File: src/rtl/fill_ar_mo.sv
// Fill-request issuer: pops miss entries from the AR FIFO, issues line-sized INCR AXI reads with
// rotating ARIDs, and logs {ARID, TID, line addr} into the RMiss FIFO for response matching.

`ifndef AXI_ADDR_WIDTH
`define AXI_ADDR_WIDTH 32
`endif
`ifndef AXI_DATA_WIDTH
`define AXI_DATA_WIDTH 512
`endif
`ifndef AXI_ID_WIDTH
`define AXI_ID_WIDTH 4
`endif
`ifndef TID_WIDTH
`define TID_WIDTH 8
`endif
`ifndef AXI_ID
`define AXI_ID 2
`endif

module fill_ar_mo #(
  parameter int ADDR_WIDTH      = `AXI_ADDR_WIDTH,
  parameter int DATA_WIDTH      = `AXI_DATA_WIDTH,
  parameter int ID_WIDTH        = `AXI_ID_WIDTH,
  parameter int TID_WIDTH       = `TID_WIDTH,
  parameter int ID_BASE         = `AXI_ID,
  parameter int NUM_IDS         = 4,
  parameter int LINE_BYTES      = 64,
  parameter int MAX_OUTSTANDING = 8,
  parameter int CNT_WIDTH       = $clog2(MAX_OUTSTANDING + 1)
) (
  input  logic                                   clk,
  input  logic                                   rst,
  output logic [ID_WIDTH-1:0]                    arid_o,
  output logic [ADDR_WIDTH-1:0]                  araddr_o,
  output logic [7:0]                             arlen_o,
  output logic [2:0]                             arsize_o,
  output logic [1:0]                             arburst_o,
  output logic                                   arvalid_o,
  input  logic                                   arready_i,
  input  logic                                   arfifo_aempty_i,
  output logic                                   arfifo_rden_o,
  input  logic [TID_WIDTH+ADDR_WIDTH-1:0]        arfifo_data_i,
  input  logic                                   rmfifo_afull_i,
  output logic                                   rmfifo_wren_o,
  output logic [ID_WIDTH+TID_WIDTH+ADDR_WIDTH-1:0] rmfifo_data_o,
  input  logic                                   rdone_i,
  output logic [CNT_WIDTH-1:0]                   outstanding_o,
  output logic                                   err_underflow_o
);

  localparam int BEAT_BYTES = DATA_WIDTH / 8;
  localparam int PTR_W      = (NUM_IDS > 1) ? $clog2(NUM_IDS) : 1;
  localparam logic [7:0] ARLEN  = 8'(LINE_BYTES / BEAT_BYTES - 1);
  localparam logic [2:0] ARSIZE = 3'($clog2(BEAT_BYTES));
  localparam logic [ADDR_WIDTH-1:0] ALIGN_MASK = ~ADDR_WIDTH'(LINE_BYTES - 1);

  logic                  valid_q, valid_d;
  logic [ID_WIDTH-1:0]   arid_q, arid_d;
  logic [TID_WIDTH-1:0]  tid_q, tid_d;
  logic [ADDR_WIDTH-1:0] addr_q, addr_d;
  logic [PTR_W-1:0]      idPtr_q, idPtr_d;
  logic [CNT_WIDTH-1:0]  cnt_q, cnt_d;
  logic                  err_q, err_d;

  logic                  hs;
  logic                  load;
  logic [TID_WIDTH-1:0]  tidIn;
  logic [ADDR_WIDTH-1:0] addrIn;

  assign tidIn  = arfifo_data_i[TID_WIDTH+ADDR_WIDTH-1:ADDR_WIDTH];
  assign addrIn = arfifo_data_i[ADDR_WIDTH-1:0];

  // Credits are reserved at load against the registered count; rdone_i never bypasses into it.
  assign hs   = valid_q & arready_i;
  assign load = ~arfifo_aempty_i & ~rmfifo_afull_i &
                (cnt_q < CNT_WIDTH'(MAX_OUTSTANDING)) & (~valid_q | hs);

  // A load in the same cycle as a handshake must take the ARID after the one leaving now.
  always_comb begin
    idPtr_d = idPtr_q;
    if (hs) begin
      if (idPtr_q == PTR_W'(NUM_IDS - 1)) idPtr_d = '0;
      else                                idPtr_d = idPtr_q + PTR_W'(1);
    end
  end

  always_comb begin
    valid_d = valid_q;
    arid_d  = arid_q;
    tid_d   = tid_q;
    addr_d  = addr_q;
    if (load) begin
      valid_d = 1'b1;
      arid_d  = ID_WIDTH'(ID_BASE) + ID_WIDTH'(idPtr_d);
      tid_d   = tidIn;
      addr_d  = addrIn & ALIGN_MASK;
    end else if (hs) begin
      valid_d = 1'b0;
    end
  end

  always_comb begin
    cnt_d = cnt_q;
    err_d = err_q;
    unique case ({load, rdone_i})
      2'b10: cnt_d = cnt_q + CNT_WIDTH'(1);
      2'b01: begin
        if (cnt_q == '0) err_d = 1'b1;
        else             cnt_d = cnt_q - CNT_WIDTH'(1);
      end
      default: cnt_d = cnt_q;
    endcase
  end

  always_ff @(posedge clk or posedge rst) begin
    if (rst) begin
      valid_q <= 1'b0;
      arid_q  <= '0;
      tid_q   <= '0;
      addr_q  <= '0;
      idPtr_q <= '0;
      cnt_q   <= '0;
      err_q   <= 1'b0;
    end else begin
      valid_q <= valid_d;
      arid_q  <= arid_d;
      tid_q   <= tid_d;
      addr_q  <= addr_d;
      idPtr_q <= idPtr_d;
      cnt_q   <= cnt_d;
      err_q   <= err_d;
    end
  end

  assign arid_o          = arid_q;
  assign araddr_o        = addr_q;
  assign arlen_o         = ARLEN;
  assign arsize_o        = ARSIZE;
  assign arburst_o       = 2'b01;
  assign arvalid_o       = valid_q;
  assign arfifo_rden_o   = load;
  assign rmfifo_wren_o   = hs;
  assign rmfifo_data_o   = {arid_q, tid_q, addr_q};
  assign outstanding_o   = cnt_q;
  assign err_underflow_o = err_q;

endmodule

File: config.mk
export PLATFORM = sky130hd
export DESIGN_NAME = fill_ar_mo
export DESIGN_NICKNAME = d
export VERILOG_FILES = /design/src/rtl/fill_ar_mo.sv
export SDC_FILE = /design/constraint.sdc
export NUM_CORES = 1
export LEC_CHECK = 0
export ABC_AREA = 1
export CORE_MARGIN = 4
export CORE_UTILIZATION = 37
export CTS_BUF_LIST = sky130_fd_sc_hd__clkbuf_4 sky130_fd_sc_hd__clkbuf_8 sky130_fd_sc_hd__clkbuf_16
export DETAILED_ROUTE_END_ITERATION = 8
export GPL_ROUTABILITY_DRIVEN = 0
export HOLD_SLACK_MARGIN = 0.08
export PLACE_DENSITY = 0.88
export SLEW_MARGIN = 20
export SYNTH_ARGS = -nofsm -noshare
export SYNTH_HDL_FRONTEND = slang
export SYNTH_SLANG_ARGS = --single-unit
File: constraint.sdc
create_clock -name clk -period 2.29 [get_ports clk]
set_clock_uncertainty 0.1 [all_clocks]
set_input_delay 0.458 -clock clk [delete_from_list [all_inputs] [get_ports clk]]
set_output_delay 0.458 -clock clk [all_outputs]
set_load 0.01 [all_outputs]
Word-level counts from Yosys, hierarchy flattened
Cells that the tools add are included.
- register bits: 46
- bits of input ports: 46
- output and inout bits: 101
- logic and storage cells: 35
- add/subtract/negate cells: 4
- $lt $le $gt $ge: 1
- eq/ne operators: 4
- muxes and demuxes: 6
- bitwise operators: 8
- reductions and logical operators: 5
- operators by type and width (cell ; count):
    one-hot mux 4 bit (2 select lines) ; 1
    adder 4 x 1 -> 4 bit, second input constant ; 1
    bitwise AND 1 bit ; 4
    equality test 2 bit, second input constant ; 2
    zero test 4 bit ; 1
    < comparator 4 bit, second input constant ; 1
    two-way mux 2 bit ; 2
    two-way mux 4 bit ; 1
    AND reduction 2 bit ; 2
    nonzero test 2 bit ; 2
    subtractor 4 x 1 -> 4 bit, second input constant ; 1
    adder 2 x 2 -> 3 bit, first input constant ; 1
    NOT 1 bit ; 3
    adder 2 x 1 -> 2 bit, second input constant ; 1
    equality test 2 x 1 -> 1 bit, second input constant ; 1
    two-way mux 1 bit ; 2
    != test 2 bit, second input constant ; 1
    bitwise OR 1 bit ; 1

Logic depth before layout (Yosys ltp)
- word-level depth: 7
- depth in mapped cells: 14

Worst setup path after synthesis
OpenSTA, ideal clock, no wires.
- path type: register -> register
- start point: reg cnt_q[3] (netlist: outstanding_o[3])
- end point: reg cnt_q[3] (netlist: outstanding_o[3])
- data arrival time: 1.817 ns
- required time: 2.128 ns
- setup slack: 0.311 ns
- cell stages (with the launch flop): 14
- buffers on the path: 1
- path through: dfrtp_1 nor2_2 nand3_1 buf_4 nand2_1 inv_1 ha_1 nand2_1 nand2_1 nor2_1 nand4_1 nand3_1 nand2_1 inv_1
- word-level cells in the longest chain between the ends: 6
- RTL lines (element ; line ; text):
    start: declaration ; 62 ; logic [CNT_WIDTH-1:0] cnt_q, cnt_d;
    start signal: assignment ; 130 ; cnt_q <= cnt_d;
    < comparator 4 bit ; 76 ; (cnt_q < CNT_WIDTH'(MAX_OUTSTANDING)) & (~valid_q | hs);
    bitwise AND 1 bit ; 75 ; assign load = ~arfifo_aempty_i & ~rmfifo_afull_i &
    bitwise AND 1 bit ; 76 ;
    equality test 2 x 1 -> 1 bit or equality test 2 bit (tied branches) ; 105 ; unique case ({load, rdone_i})
    != test 2 bit (no source line) or nonzero test 2 bit (tied branches) ; -- ;
    AND reduction 2 bit (no source line) ; -- ;
Parallel ways exist; a longest one is shown, timed or not. The select of a mux whose other input is x is not followed.
A chain may end at the register's enable or synchronous reset.

Worst setup path after layout
- start point: in arready_i
- end point: out rmfifo_wren_o
- word-level cells in the longest chain between the ends: 1
- RTL lines (element ; line ; text):
    start: declaration ; 39 ; input logic arready_i,
    bitwise AND 1 bit ; 74 ; assign hs = valid_q & arready_i;
    end: declaration ; 44 ; output logic rmfifo_wren_o,
No other way between the ends.

==> impl_metrics.yaml <==
run_status:
  status: "complete, no violations"
finish:
  final_cell_mix: "113 x nand2_1, 112 x clkdlybuf4s50_1, 45 x dfrtp_1"
  antennaDiodeCount: 0
  nets: 413
  final_layout_size_suffix_gt1_share_pct: 8.52
  fill_cells: 568
  area_growth_pct: 41.2
  mostFrequentLayoutCell: "nand2_1"
  final_cell_area_sq_um: 3340
synthesis:
  synth_largest_area_cell: "dfrtp_1"
  synth.distinct_cells: 25
  syn-cell-area_sq_um: 2360
  synthCells: 276
  ys.warnings.count: 0
  syn_avg_cell_area_sq_um: 8.56
  yosysSeqAreaShare_pct: 47.6
  yosysTopAreaCellShare_pct: 47.6
  yosys-top-cells-area: "dfrtp_1 48%, buf_4 18%, nand2_1 18%, nand2_2 3.2%, inv_1 1.9%"
  ys_ff_latch: 45
timing:
  hold_violations: 0
  max_freq_mhz: 449
  hold_ws_ps: 359
  period_share_pct: 97.2
  finalSetupViolations: 0
  period_needed_ps: 2230
  fin_setup_tns_ps: 0
  report.final.slew_viol_count: 0
  rsz0062_at_grt: "no"
detailed_routing:
  vias: 1889
  wl_mm: 5.45
  first_iter_violations: 51
  drt_drc_violations_left: 0
  vias_per_cell: 4.30
  drt_first_pass_iters: 5
  wire_per_inst_microns: 12.4
  drtAntennaViolNets: 0
critical_path:
  arrival_ps: 1670
  end_kind: "output port"
  start_kind: "input pin"
  path_class: "in -> out"
  crit_path_cell_trace: "clkdlybuf4s50_1 > nand2_1 > inv_1 > clkdlybuf4s50_1"
  required_ps: 1730
  crit_top_cell: "clkdlybuf4s50_1"
  worst_path_largest_cell_delay_ps: 560
  cp_max_fo: 4
  slowest_stage: "clkdlybuf4s50_1"
  rr_startpoint: "outstanding_o[3]$_DFFE_PP0P_"
  crit_start: "arready_i"
grt:
  antenna_found_initial: 0
  grt-ovfl-total: 0
  grt.total_usage_pct: 14.3
  grt_pass1_wl_mm: 8.74
  grt_pass1_vias: 1876
  grt_max_degree: 40
floorplanning:
  boundaryPins: 147
  dieArea_sq_um: 7730
  die_w_microns: 87.9
  coreArea_sq_um: 6060
  rows: 28
  die_h_microns: 87.9
  start_util_pct: 39.0
power:
  power_leakage_nw: 1.66
  cellPowerDensity_nw_per_um2: 1320
  ir_worst_vdd_uv: 734
clock_tree:
  cts_sinks: 45
  htree_levels: 2
  hold_buffers: 0
  clock_path_buffers: 2
  clk_pin_slew_ps: 80
  cts_tree: "built"
  cts-root-buf: "clkbuf_8"
  clkLatencyLatePin_ps: 290
  numCtsBuffers: 5
hold_path:
  hold_class: "in -> async"
place:
  placed_cell_area_sq_um: 3250
  hpwlAfterDp_mm: 4.18
  portBuffers: 113
job:
  max_cap_violations: 0
-- layout make-up --
cell class / instances / area [sq um] / share of cell area [%]
Timing Repair Buffer: 119 / 1190 / 35.6
Clock inverter: 2 / 10.0 / 0.300
Clock buffer: 6 / 76.3 / 2.29
Multi-Input combinational cell: 179 / 795 / 23.8
Tap cell: 75 / 93.8 / 2.81
Sequential cell: 45 / 1130 / 33.7
Inverter: 13 / 48.8 / 1.46
-- registers in the layout, indices dropped and copies added (netlist names) --
signal and count:
idPtr_q 2, tid_q 8, arid_o 3, araddr_o 26, outstanding_o 4, arvalid_o 1
err_underflow_o 1
-- worst paths after layout --
path | to | slack (ps) | cells past startpoint
max reg2reg | outstanding_o[3]$_DFFE_PP0P_ | 400 | 12
max in group asynchronous | araddr_o[31]$_DFFE_PP0P_ | 1250 | 3
min in group clk | tid_q[5]$_DFFE_PP0P_ | 390 | 2
max | rmfifo_wren_o | 60 | 4
min | araddr_o[26]$_DFFE_PP0P_ | 360 | 2
min reg2reg | tid_q[5]$_DFFE_PP0P_ | 390 | 2
-- through the flow --
step	instances	utilization, %	total power, mW	worst slack (ps)
6_report	439	55.1	4.40	64.4
5_1_grt	439	55.1	4.76	4.48
4_1_cts	439	55.0	4.46	69.5
3_5_place_dp	431	53.6	3.97	-119
3_3_place_gp	431	53.6	3.88	-91.6
2_1_floorplan	301	-	2.82	311
-- cells in the mapped netlist (all sizes together) --
library cell	instances
inv	13
ha	3
conb	2
nand3	8
o21bai	1
xor2	1
xnor2	1
dfrtp	45
fa	1
nor2	6
buf	63
o21a	2
nand4	1
a21oi	1
o21ai	2
clkbuf	1
nand2	125
-- worst max-delay path: cells and delay by family --
family	cells	cell delay (ps)
AND/OR/NAND/NOR	1	70
buffers and inverters	3	1140
-- where the power goes --
group	switching (mW)	leakage [nW]	internal [mW]	total, mW
combinational	1.04	1.06	1.40	2.44
sequential	0.305	0.551	1.19	1.49
clock	0.251	0.0484	0.223	0.474
total	1.59	1.66	2.81	4.40
-- per-layer routing --
metal	up-vias	wire length, microns	track usage (%)
met5	-	0	0
met3	5	527	4.23
met2	81	2860	26.4
li1	919	-	-
met1	884	2020	16.2
met4	0	41	3.07
-- timing repair --
action                                  4_1_cts  5_1_grt
endpoints found under the setup margin        1        1
pin swaps                                     0        0
buffers inserted                              0        0
resized for setup                             1        1
-- cell families after synthesis --
| kind of cell | after synthesis | share of synthesized area, % |
|---|---|---|
| DFF | 45 | 47.6 |
| adders and majority gates | 4 | 2.44 |
| AOI/OAI and AO/OA | 6 | 1.59 |
| xor gates and xnor gates | 2 | 0.741 |
| other | 2 | 0.318 |
| and+or+nand+nor | 140 | 24.5 |
| buffers and inverters | 77 | 22.8 |
Note: power is estimated with default switching activity, not from simulation.
